<file path="config.mk">
export PLATFORM = sky130hd
export DESIGN_NAME = sdrc_req_arbiter
export DESIGN_NICKNAME = d
export VERILOG_FILES = /design/src/rtl/sdrc_req_arbiter.sv
export SDC_FILE = /design/constraint.sdc
export NUM_CORES = 1
export LEC_CHECK = 0
export ABC_AREA = 1
export CORE_AREA = 5 5 128 130
export DETAILED_ROUTE_END_ITERATION = 7
export DIE_AREA = 0 0 133 135
export GPL_TIMING_DRIVEN = 1
export SLEW_MARGIN = 20
export SYNTH_ARGS = -nofsm -noshare
export SYNTH_HDL_FRONTEND = slang
export SYNTH_SLANG_ARGS = --single-unit
</file>
<file path="constraint.sdc">
create_clock -name sdram_clk -period 1.7 [get_ports sdram_clk]
set_input_delay 0.51 -clock sdram_clk [delete_from_list [all_inputs] [get_ports sdram_clk]]
set_output_delay 0.51 -clock sdram_clk [all_outputs]
set_load 0.01 [all_outputs]
</file>
<file path="src/rtl/sdrc_req_arbiter.sv">
// Two-port request arbiter in front of an SDRAM controller application interface.
// A round-robin grant is taken in IDLE; the owner then keeps the controller through one request and its data beats.
module sdrc_req_arbiter #(
    parameter int APP_AW = 26,
    parameter int APP_DW = 32,
    parameter int APP_RW = 9
) (
    input  logic                  sdram_clk,
    input  logic                  sdram_resetn,

    input  logic                  p0_req,
    input  logic [APP_AW-1:0]     p0_req_addr,
    input  logic [APP_RW-1:0]     p0_req_len,
    input  logic                  p0_req_wr_n,
    input  logic [APP_DW-1:0]     p0_wr_data,
    input  logic [APP_DW/8-1:0]   p0_wr_en_n,
    output logic                  p0_req_ack,
    output logic                  p0_wr_next,
    output logic                  p0_rd_valid,
    output logic [APP_DW-1:0]     p0_rd_data,
    output logic                  p0_last,

    input  logic                  p1_req,
    input  logic [APP_AW-1:0]     p1_req_addr,
    input  logic [APP_RW-1:0]     p1_req_len,
    input  logic                  p1_req_wr_n,
    input  logic [APP_DW-1:0]     p1_wr_data,
    input  logic [APP_DW/8-1:0]   p1_wr_en_n,
    output logic                  p1_req_ack,
    output logic                  p1_wr_next,
    output logic                  p1_rd_valid,
    output logic [APP_DW-1:0]     p1_rd_data,
    output logic                  p1_last,

    output logic                  app_req,
    output logic [APP_AW-1:0]     app_req_addr,
    output logic [APP_RW-1:0]     app_req_len,
    output logic                  app_req_wr_n,
    output logic [APP_DW-1:0]     app_wr_data,
    output logic [APP_DW/8-1:0]   app_wr_en_n,
    input  logic                  app_req_ack,
    input  logic                  app_wr_next,
    input  logic                  app_rd_valid,
    input  logic [APP_DW-1:0]     app_rd_data,
    input  logic                  app_last_wr,
    input  logic                  app_last_rd,

    output logic                  busy,
    output logic                  grant,
    output logic                  err_len
);

    localparam int BW = APP_DW / 8;
    localparam logic [APP_RW-1:0] BEAT_ONE = {{(APP_RW-1){1'b0}}, 1'b1};

    typedef enum logic [1:0] {
        ST_IDLE = 2'd0,
        ST_REQ  = 2'd1,
        ST_XFER = 2'd2
    } state_t;

    state_t              state_q, state_d;
    logic                grant_q, grant_d;
    logic                last_grant_q, last_grant_d;
    logic [APP_RW-1:0]   beat_q, beat_d;
    logic [APP_RW-1:0]   len_q, len_d;
    logic                wr_n_q, wr_n_d;

    logic                win;
    logic                len_zero;
    logic                beat_strb;
    logic                xfer_end;
    logic [APP_RW-1:0]   beat_inc;

    logic [APP_AW-1:0]   sel_addr;
    logic [APP_RW-1:0]   sel_len;
    logic                sel_wr_n;
    logic [APP_DW-1:0]   sel_wr_data;
    logic [BW-1:0]       sel_wr_en_n;

    logic                req_ack_int;
    logic                wr_next_int;
    logic                rd_valid_int;
    logic                last_int;

    // Request fields always follow the registered owner, so the write path is stable before XFER.
    assign sel_addr    = grant_q ? p1_req_addr : p0_req_addr;
    assign sel_len     = grant_q ? p1_req_len  : p0_req_len;
    assign sel_wr_n    = grant_q ? p1_req_wr_n : p0_req_wr_n;
    assign sel_wr_data = grant_q ? p1_wr_data  : p0_wr_data;
    assign sel_wr_en_n = grant_q ? p1_wr_en_n  : p0_wr_en_n;

    // Both requesting: the port that did not own the last transfer goes first.
    assign win       = (p0_req && p1_req) ? ~last_grant_q : p1_req;
    assign len_zero  = (len_q == '0);
    assign beat_inc  = beat_q + BEAT_ONE;
    assign beat_strb = (state_q == ST_XFER) && (wr_n_q ? app_rd_valid : app_wr_next);
    assign xfer_end  = beat_strb && (wr_n_q ? app_last_rd : app_last_wr);

    always_ff @(posedge sdram_clk or negedge sdram_resetn) begin
        if (!sdram_resetn) begin
            state_q      <= ST_IDLE;
            grant_q      <= 1'b0;
            last_grant_q <= 1'b1;
            beat_q       <= '0;
            len_q        <= '0;
            wr_n_q       <= 1'b1;
        end else begin
            state_q      <= state_d;
            grant_q      <= grant_d;
            last_grant_q <= last_grant_d;
            beat_q       <= beat_d;
            len_q        <= len_d;
            wr_n_q       <= wr_n_d;
        end
    end

    always_comb begin
        state_d      = state_q;
        grant_d      = grant_q;
        last_grant_d = last_grant_q;
        beat_d       = beat_q;
        len_d        = len_q;
        wr_n_d       = wr_n_q;
        case (state_q)
            ST_IDLE: begin
                if (p0_req || p1_req) begin
                    grant_d = win;
                    len_d   = win ? p1_req_len  : p0_req_len;
                    wr_n_d  = win ? p1_req_wr_n : p0_req_wr_n;
                    state_d = ST_REQ;
                end
            end
            ST_REQ: begin
                // A zero-length request is swallowed here and still counts as a turn.
                if (len_zero) begin
                    last_grant_d = grant_q;
                    state_d      = ST_IDLE;
                end else if (app_req_ack) begin
                    beat_d  = '0;
                    state_d = ST_XFER;
                end
            end
            ST_XFER: begin
                if (beat_strb) begin
                    beat_d = beat_inc;
                end
                if (xfer_end) begin
                    last_grant_d = grant_q;
                    state_d      = ST_IDLE;
                end
            end
            default: begin
                state_d = ST_IDLE;
            end
        endcase
    end

    always_comb begin
        app_req      = 1'b0;
        app_req_addr = '0;
        app_req_len  = '0;
        app_req_wr_n = 1'b1;
        req_ack_int  = 1'b0;
        wr_next_int  = 1'b0;
        rd_valid_int = 1'b0;
        last_int     = 1'b0;
        err_len      = 1'b0;
        case (state_q)
            ST_REQ: begin
                app_req      = ~len_zero;
                app_req_addr = sel_addr;
                app_req_len  = sel_len;
                app_req_wr_n = sel_wr_n;
                req_ack_int  = len_zero | app_req_ack;
                err_len      = len_zero;
            end
            ST_XFER: begin
                wr_next_int  = ~wr_n_q & app_wr_next;
                rd_valid_int = wr_n_q & app_rd_valid;
                last_int     = xfer_end;
                err_len      = xfer_end && (beat_inc != len_q);
            end
            default: begin
            end
        endcase

        p0_req_ack  = req_ack_int  & ~grant_q;
        p1_req_ack  = req_ack_int  &  grant_q;
        p0_wr_next  = wr_next_int  & ~grant_q;
        p1_wr_next  = wr_next_int  &  grant_q;
        p0_rd_valid = rd_valid_int & ~grant_q;
        p1_rd_valid = rd_valid_int &  grant_q;
        p0_last     = last_int     & ~grant_q;
        p1_last     = last_int     &  grant_q;
    end

    // Pass-through data paths are forced to their idle values while reset is held.
    assign app_wr_data = sdram_resetn ? sel_wr_data : '0;
    assign app_wr_en_n = sdram_resetn ? sel_wr_en_n : '1;
    assign p0_rd_data  = sdram_resetn ? app_rd_data : '0;
    assign p1_rd_data  = sdram_resetn ? app_rd_data : '0;

    assign busy  = (state_q != ST_IDLE);
    assign grant = grant_q;

endmodule

</file>
# Word-level counts from Yosys, hierarchy flattened
# Index checks and enable logic that the tools add are counted.
# W data, S select, Z words.
dict set report op_classes {
  addsub 1
  n_eq_ne 10
  n_mux 34
  bitwise_logic 15
  n_reduce_logical 13
}
# cell n
set ops {}
lappend ops {{$mux W32} 3}
lappend ops {{$mux W9} 6}
lappend ops {{$mux W26} 2}
lappend ops {{$pmux W9 S2} 1}
lappend ops {{$mux W1} 13}
lappend ops {{$ne A2 B2 Y1 const B} 6}
lappend ops {{$and A1 B1 Y1} 10}
lappend ops {{$add A9 B1 Y9 const B} 1}
lappend ops {{$logic_not A9 Y1} 1}
lappend ops {{$ne A9 B9 Y1} 1}
lappend ops {{$mux W2} 4}
lappend ops {{$mux W4} 2}
lappend ops {{$pmux W2 S3} 1}
lappend ops {{$reduce_and A3 Y1} 2}
lappend ops {{$logic_and A1 B1 Y1} 4}
lappend ops {{$not A1 Y1} 4}
lappend ops {{$pmux W1 S2} 2}
lappend ops {{$reduce_and A4 Y1} 1}
lappend ops {{$reduce_bool A2 Y1} 2}
lappend ops {{$ne A3 B3 Y1 const B} 1}
lappend ops {{$eq A2 B1 Y1 const B} 1}
lappend ops {{$eq A2 B2 Y1 const B} 1}
lappend ops {{$logic_not A2 Y1} 1}
lappend ops {{$reduce_and A2 Y1} 1}
lappend ops {{2 further kinds} 2}
dict set report totals {
  regBits 23
}

# Depth between registers and ports, before layout
# Gate-level depths: netlist of run 1.
dict set report depth {
  ltp_word 5
  ltp_mapped 12
  depth_no_buf 12
}

# Least setup slack after synthesis of run 1
# No wires, ideal clock.
dict set report synth_path {
  path_type {register to output}
  from {register beat_q[0]}
  to {output port err_len}
  arrival_time_ns 1.368
  path_slack_ns -0.178
  path_stages_with_launch 11
  path_cell_list {dfrtp_1 ha_1 nand2_1 inv_1 nand4_1 nand2_1 nand2_1 nand2_1 nand4_1 nand2_1 a21oi_1}
}
dict set report synth_between {
  elab_chain_cells 4
}
# item line
set synth_lines {}
lappend synth_lines {{from (decl)} 65} ;# logic [APP_RW-1:0] beat_q, beat_d;
lappend synth_lines {{from (signal assigned)} 112} ;# beat_q <= beat_d;
lappend synth_lines {{$add A9 B1 Y9} 96} ;# assign beat_inc = beat_q + BEAT_ONE;
lappend synth_lines {{$ne A9 B9 Y1} 182} ;# err_len = xfer_end && (beat_inc != len_q);
lappend synth_lines {{$logic_and A1 B1 Y1} 182}
lappend synth_lines {{$pmux W1 S2} 169} ;# case (state_q)
lappend synth_lines {{to (decl)} 50} ;# output logic err_len
# Every way passes these cells.

# Final worst setup path of run 1
# Same ends and word-level chain as after synthesis.

==> results.md, run 1 <==
* Core area at 15030 um2
* Initial antenna violation count at 2
* Largest net degree at the start of global routing at 23
* Met3 Use GR at 0.03689
* Yosys reg bits at 23
* Final nets at 1175
* Sw power at 4.807 mW
* Final hold viol count at 0
* Clock Path Buffers at 2
* Pwr dens at 1217 nW/um2
* Drt wl/cell at 17.08 um
* Met1 Use GR at 0.2143
* Fin. max-slew vios at 0
* Worst setup margin at -634.6 ps
* Syn_nets at 746
* Leakage at 4.428 nW
* Total Routed Length at 20070 um
* Part of the power in registers at 0.089
* Critical path peak fanout at 3
* GR Overflow Total at 0
* Clock power frac at 0.050
* Most common cell after layout, fill and taps aside: clkdlybuf4s50_1
* CTS clk-pin slew, worst paths at 60 ps
* Yosys warns at 0
* Cell variety after synth at 26
* Drt pass-1 iters at 4
* CP Data Arrival Time at 1820 ps
* Fmax at 428.3 MHz
* Status: finished, violations left
* Area leader, netlist: nor2_1
* Top cells by area, synth: nor2_1 20%, dfrtp_1 17%, o21ai_0 13%
* Final Instance Count excl. Fillers at 1175
* Kind of critical path: flip-flop to primary output
* Layout cell share with drive strength beyond 1 at 0.5503
* M2 GR Usage at 0.3473
* Synth top area share at 0.2034
* Comb pwr share at 0.861
* Most frequent cells in the layout: 147 x clkdlybuf4s50_1, 98 x nor2_1, 87 x buf_6, 86 x buf_4, 78 x buf_2
* Drt drc at 0
* Final instance area at 8772 um2
* Vias per cell at 4.441
* Slew margin rel. at 0.7370
* Die ar. at 17960 um2
* I/O pins at 333
* Crit-path most repeated cell: nand2_1
* Area Growth Syn to Fin at 191.6%
* Die Wd at 133 um
* H-tree depth at 1
* Net Sw Frac at 0.4502
* Std cell rows at 45
* Routed vias at 5218
* Sink Count at 23
* Worst-Margin Slew at 394.1 ps
* Final GP Congestion at 0.8404
* Final period util at 1.373
* Class of the worst hold path: primary input to asynchronous set/reset pin
* Clk root buf: clkbuf_16
* Clock skew at 2.618 ps
* Skew-Pair Late Insertion Delay at 260 ps
* Die Span Y at 135 um
* Post-DRT Antenna Nets at 0
* CP max stage delay at 440 ps
* Violated checks: setup timing
* Num CTS Buffers at 3
* Placed Instances at 1104
* Total GRT Usage at 0.1858
* Placed cell areas at 7019 um2
* Finish-stage setup viols at 115
* CP max-delay cell: dfrtp_2
* Syn avg cell area at 5.400 um2
* Vias in the first global route at 5031
* Hold-fix buffers, CTS at 0
* Mapped cell area at 3008 um2
* Number of max-cap violations at 0
* Pint at 5.871 mW
* HPWL after detailed placement at 13980 um
* Cells after Synth at 557
* Gr busiest metal: met2
* Register area share after synthesis at 0.1922
* Crit start category: flip-flop
* Crit path cell chain: ha_4 -> inv_2 -> nand2_2 -> nand3_2 -> nor2_2 -> nand2_1 -> nor2_1 -> nand4_1 -> nand2_1 -> a21oi_2 -> buf_2
* Initial Util at 0.2001
* Port buffer count at 332
* Maximum vdd ir drop at 0.5704 mV
* CP Capture Type: primary output
* First-pass GRT wire length at 26900 um
* RSZ-0062 raised after global routing: true
* Iter 0 DRT Violations at 160
* Critical Path RT at 1190 ps
* CTS tree: built
* Minimum clock period at 2335 ps
[power by group through the flow]
stage / clock network, mW / registers (mW) / logic, mW
finish: 0.532 / 0.953 / 9.19
global route: 0.566 / 0.977 / 9.81
CTS: 0.544 / 0.955 / 7.32
detailed placement: 0 / 0.930 / 5.95
global placement: 0 / 0.923 / 5.98
floorplan: 0 / 0.915 / 2.65
[Yosys cell counts]
| library cell | count |
|---|---|
| nand3_1 | 24 |
| nor2_1 | 163 |
| buf_1 | 1 |
| nand2_4 | 1 |
| a31oi_1 | 2 |
| ha_1 | 4 |
| o21ai_1 | 8 |
| inv_2 | 5 |
| nor2_2 | 1 |
| o22ai_1 | 16 |
| nor4_4 | 1 |
| nand2_1 | 92 |
| and2_1 | 1 |
| nand3_2 | 2 |
| o21ai_0 | 76 |
| clkbuf_1 | 24 |
| nand4_1 | 2 |
| buf_2 | 6 |
| inv_1 | 61 |
| a21oi_2 | 1 |
| dfrtp_1 | 21 |
| buf_4 | 32 |
| dfstp_2 | 2 |
| nor2_4 | 2 |
| a21oi_1 | 6 |
| nand2_2 | 3 |
[flip-flops by register name (all words and copies together) (netlist names)]
| name | flops |
|---|---|
| grant | 1 |
| last_grant_q | 1 |
| state_q | 2 |
| wr_n_q | 1 |
| len_q | 9 |
| beat_q | 9 |
[logic make-up after synthesis]
| kind of cell | Yosys count | synth area share |
|---|---|---|
| and+or+nand+nor | 292 | 0.3977 |
| buffers and inverters | 129 | 0.2034 |
| AOI/OAI and AO/OA | 109 | 0.1901 |
| DFF | 23 | 0.1922 |
| adders and majority gates | 4 | 0.01664 |
[worst paths after layout]
| kind | slack [ps] | depth (start not counted) | to | start |
|---|---|---|---|---|
| worst max-delay path | -630 | 11 | err_len | beat_q[0] |
| worst min-delay path | 500 | 4 | len_q[0] | sdram_resetn |
| worst max register to register | -20 | 10 | beat_q[4] | len_q[0] |
| worst min register to register | 540 | 2 | last_grant_q | last_grant_q |
| max in group asynchronous | 860 | 4 | grant | sdram_resetn |
| min in group sdram_clk | 540 | 2 | last_grant_q | last_grant_q |
[worst max-delay path: cells and delay by family, from the launching register on]
family	cells	cell delay (ps)
and+or+nand+nor	7	630
buffers and inverters	2	180
AOI/OAI and AO/OA	1	50
adders and majority gates	1	280
DFF	1	440
[area by class of cell]
class,instances,area (um2)
antenna,2,5.005
clock buffer,3,75.07
clock inverter,1,5.005
fill,1355,6261
inverter,66,277.8
multi-input combinational,405,2750
sequential,23,580.6
tap,188,235.2
timing repair buffer,487,4843
[through the flow]
step	util	setup TNS [ps]	power, mW	worst slack (ps)	hold WS [ps]
finish	0.5835	-24030	10.68	-634.6	499.1
global route	0.5835	-31220	11.35	-746.6	506.4
CTS	0.4943	-45530	8.822	-665.8	362.2
detailed placement	0.4669	-72960	6.882	-905.0	514.9
global placement	0.4669	-72520	6.908	-873.3	496.2
floorplan	-	-197.7	3.567	-88.81	214.4
[timing repair]
action	4_1_cts	5_1_grt
cloned	7	8
buffers inserted	27	32
resized for setup	575	476
endpoints found under the setup margin	160	160
pin swaps	38	103
[metal layers]
layer  up-vias  routed length (um)
met3        29                1178
met5         -                   0
met4         0                 435
li1       2593                   -
met1      2408                7830
met2       188               10630
(Power assumes the default switching activity.)
==> inputs of run 2 (changes only) <==
--- a/config.mk
+++ b/config.mk
@@ -7,7 +7,8 @@
 export LEC_CHECK = 0
 export ABC_AREA = 1
-export CORE_AREA = 5 5 128 130
+export CORE_AREA = 2 2 128 130
+export CTS_CLUSTER_SIZE = 12
 export DETAILED_ROUTE_END_ITERATION = 7
-export DIE_AREA = 0 0 133 135
+export DIE_AREA = 0 0 130 132
 export GPL_TIMING_DRIVEN = 1
 export SLEW_MARGIN = 20
==> constraint.sdc (replaced) <==
create_clock -name sdram_clk -period 1.7 [get_ports sdram_clk]
set_input_delay 0.51 -clock sdram_clk [delete_from_list [all_inputs] [get_ports sdram_clk]]
set_output_delay 0.51 -clock sdram_clk [all_outputs]
set_load 0.005 [all_outputs]
==> results.md, run 2 (synthesis results as in run 1) <==
* Status: finished, violations left
* Violated checks: setup timing
* Critical path peak fanout at 5
* RSZ-0062 raised after global routing: true
* CP max stage delay at 400 ps
* Total GRT Usage at 0.2384
* Net Sw Frac at 0.4325
* Drt wl/cell at 17.87 um
* Vias per cell at 4.525
* Clock skew at 1.850 ps
* Clock Path Buffers at 2
* Drt pass-1 iters at 5
* HPWL after detailed placement at 13980 um
* Antenna Cells at 0
* Class of the worst hold path: primary input to asynchronous set/reset pin
* Sw power at 5.144 mW
* Setup TNS at -28740 ps
* R2R cell count at 12
* Clock power frac at 0.044
* Final GP Congestion at 0.8804
* R2R Path End: state_q[1]
* Slew margin rel. at 0.6557
* Most common cell after layout, fill and taps aside: clkdlybuf4s50_1
* Number of max-cap violations at 0
* Layout cell share with drive strength beyond 1 at 0.5890
* Num CTS Buffers at 3
* Pint at 6.748 mW
* Largest net degree at the start of global routing at 22
* Vias in the first global route at 5648
* Critical Path RT at 1190 ps
* Skew-Pair Late Insertion Delay at 260 ps
* CP max-delay cell: dfrtp_2
* Minimum clock period at 2440 ps
* Crit start category: flip-flop
* H-tree depth at 1
* Die Wd at 130 um
* Fin. max-slew vios at 0
* Top flop regs: beat_q: 9 flops, len_q: 9 flops, state_q: 2 flops
* Maximum vdd ir drop at 0.6387 mV
* Port buffer count at 332
* Final hold slack at 383.4 ps
* Finish-stage setup viols at 147
* Initial antenna violation count at 0
* Final nets at 1229
* CP Data Arrival Time at 1930 ps
* CP Capture Type: primary output
* Reg2reg start: state_q[0]
* PnR Total Power at 11.89 mW
* Crit path cell chain: inv_2 -> nor2_4 -> nand2_2 -> and2_1 -> nor2_1 -> nor2_2 -> nand4_1 -> nand2_1 -> a21oi_2 -> buf_2
* Routed vias at 5679
* Worst-Margin Slew at 515.9 ps
* Sink Count at 23
* Total Routed Length at 22420 um
* Die Span Y at 132 um
* Comb pwr share at 0.874
* Post-DRT Antenna Nets at 0
* Die ar. at 17160 um2
* CTS tree: built
* CTS clk-pin slew, worst paths at 60 ps
* First-pass GRT wire length at 31700 um
* Most frequent cells in the layout: 149 x clkdlybuf4s50_1, 117 x buf_6, 104 x nor2_1, 92 x buf_2, 84 x buf_4
* GR Overflow Total at 0
* Core area at 15710 um2
* Part of the power in registers at 0.082
* Setup slack, reg-to-reg at -120 ps
* Post-layout util at 0.6033
* I/O pins at 333
* Area Growth Syn to Fin at 215.1%
* Std cell rows at 46
* Drt drc at 0
* Initial Util at 0.1914
* Final hold viol count at 0
* Kind of critical path: flip-flop to primary output
* Clk root buf: clkbuf_16
* Leakage at 4.634 nW
* Fmax at 409.8 MHz
* Final period util at 1.436
* Iter 0 DRT Violations at 233
* Worst setup margin at -740.5 ps
* Pwr dens at 1255 nW/um2
-- run 2: cell types whose count changed in the layout (fill, tap and decap cells not counted), moves of 7 or more --
cell and delta:
buf_6 +30, nor2_4 +8, nor2_2 -14, inv_2 -7, nand2_4 +14, buf_12 +10, buf_8 +15, o21ai_0 -7
dlymetal6s2s_1 -21, dlygate4sd2_1 +10, nand2_1 -14, buf_2 +14
-- run 2: metal layers --
layer,global-route usage,part of all wire,vias to the layer above
li1,-,-,2703
met1,0.2852,0.38,2692
met2,0.4346,0.53,244
met3,0.03612,0.058,40
met4,0.06870,0.028,0
met5,0,0,-
-- run 2: stage by stage --
step | cell area, um2 | worst slack (ps) | cells
final | 9479 | -740.5 | 1255
after CTS | 8494 | -668.0 | 1232
after global placement | 6978 | -898.3 | 1125
after global routing | 9479 | -826.7 | 1255
after detailed placement | 6978 | -897.2 | 1125
after floorplan | 3029 | -58.47 | 557
-- run 2: timing repair --
action	CTS	global route
hold endpoints to repair	0	0
endpoints found under the setup margin	159	166
setup buffers	86	54
hold buffers	0	0
cloned	21	5
gates resized for setup	886	364
pin swaps	80	106
-- run 2: critical path, delay by kind of cell, from the launching register on --
kind,cells,cell delay (ps)
compound gates,1,170
buf+inv,2,220
flops,1,400
simple gates,7,890
-- run 2: cell type report --
| class | instances | area, um2 |
|---|---|---|
| timing repair buffer | 540 | 5350 |
| clock buffer | 4 | 78.83 |
| sequential | 23 | 581.8 |
| fill | 1349 | 6233 |
| inverter | 66 | 300.3 |
| multi-input combinational | 406 | 2898 |
| tap | 216 | 270.3 |
-- run 2: how the worst max path moves through the flow --
stage	start	to	slack [ps]	cells after the start
floorplan	sdram_resetn	p1_rd_data[10]	-60	5
global placement	app_last_wr	err_len	-900	8
detailed placement	app_last_wr	err_len	-900	8
CTS	beat_q[1]	err_len	-670	11
global route	beat_q[0]	err_len	-830	12
finish	beat_q[0]	err_len	-740	10
-- run 2: power groups by stage --
| stage | Combinational, mW | Sequential, mW | Clock, mW |
|---|---|---|---|
| final | 10.4 | 0.974 | 0.527 |
| after detailed placement | 5.63 | 0.949 | 0 |
| after global placement | 5.64 | 0.944 | 0 |
| after global routing | 11.0 | 1.00 | 0.552 |
| after floorplan | 2.26 | 0.910 | 0 |
| after CTS | 9.00 | 0.963 | 0.520 |
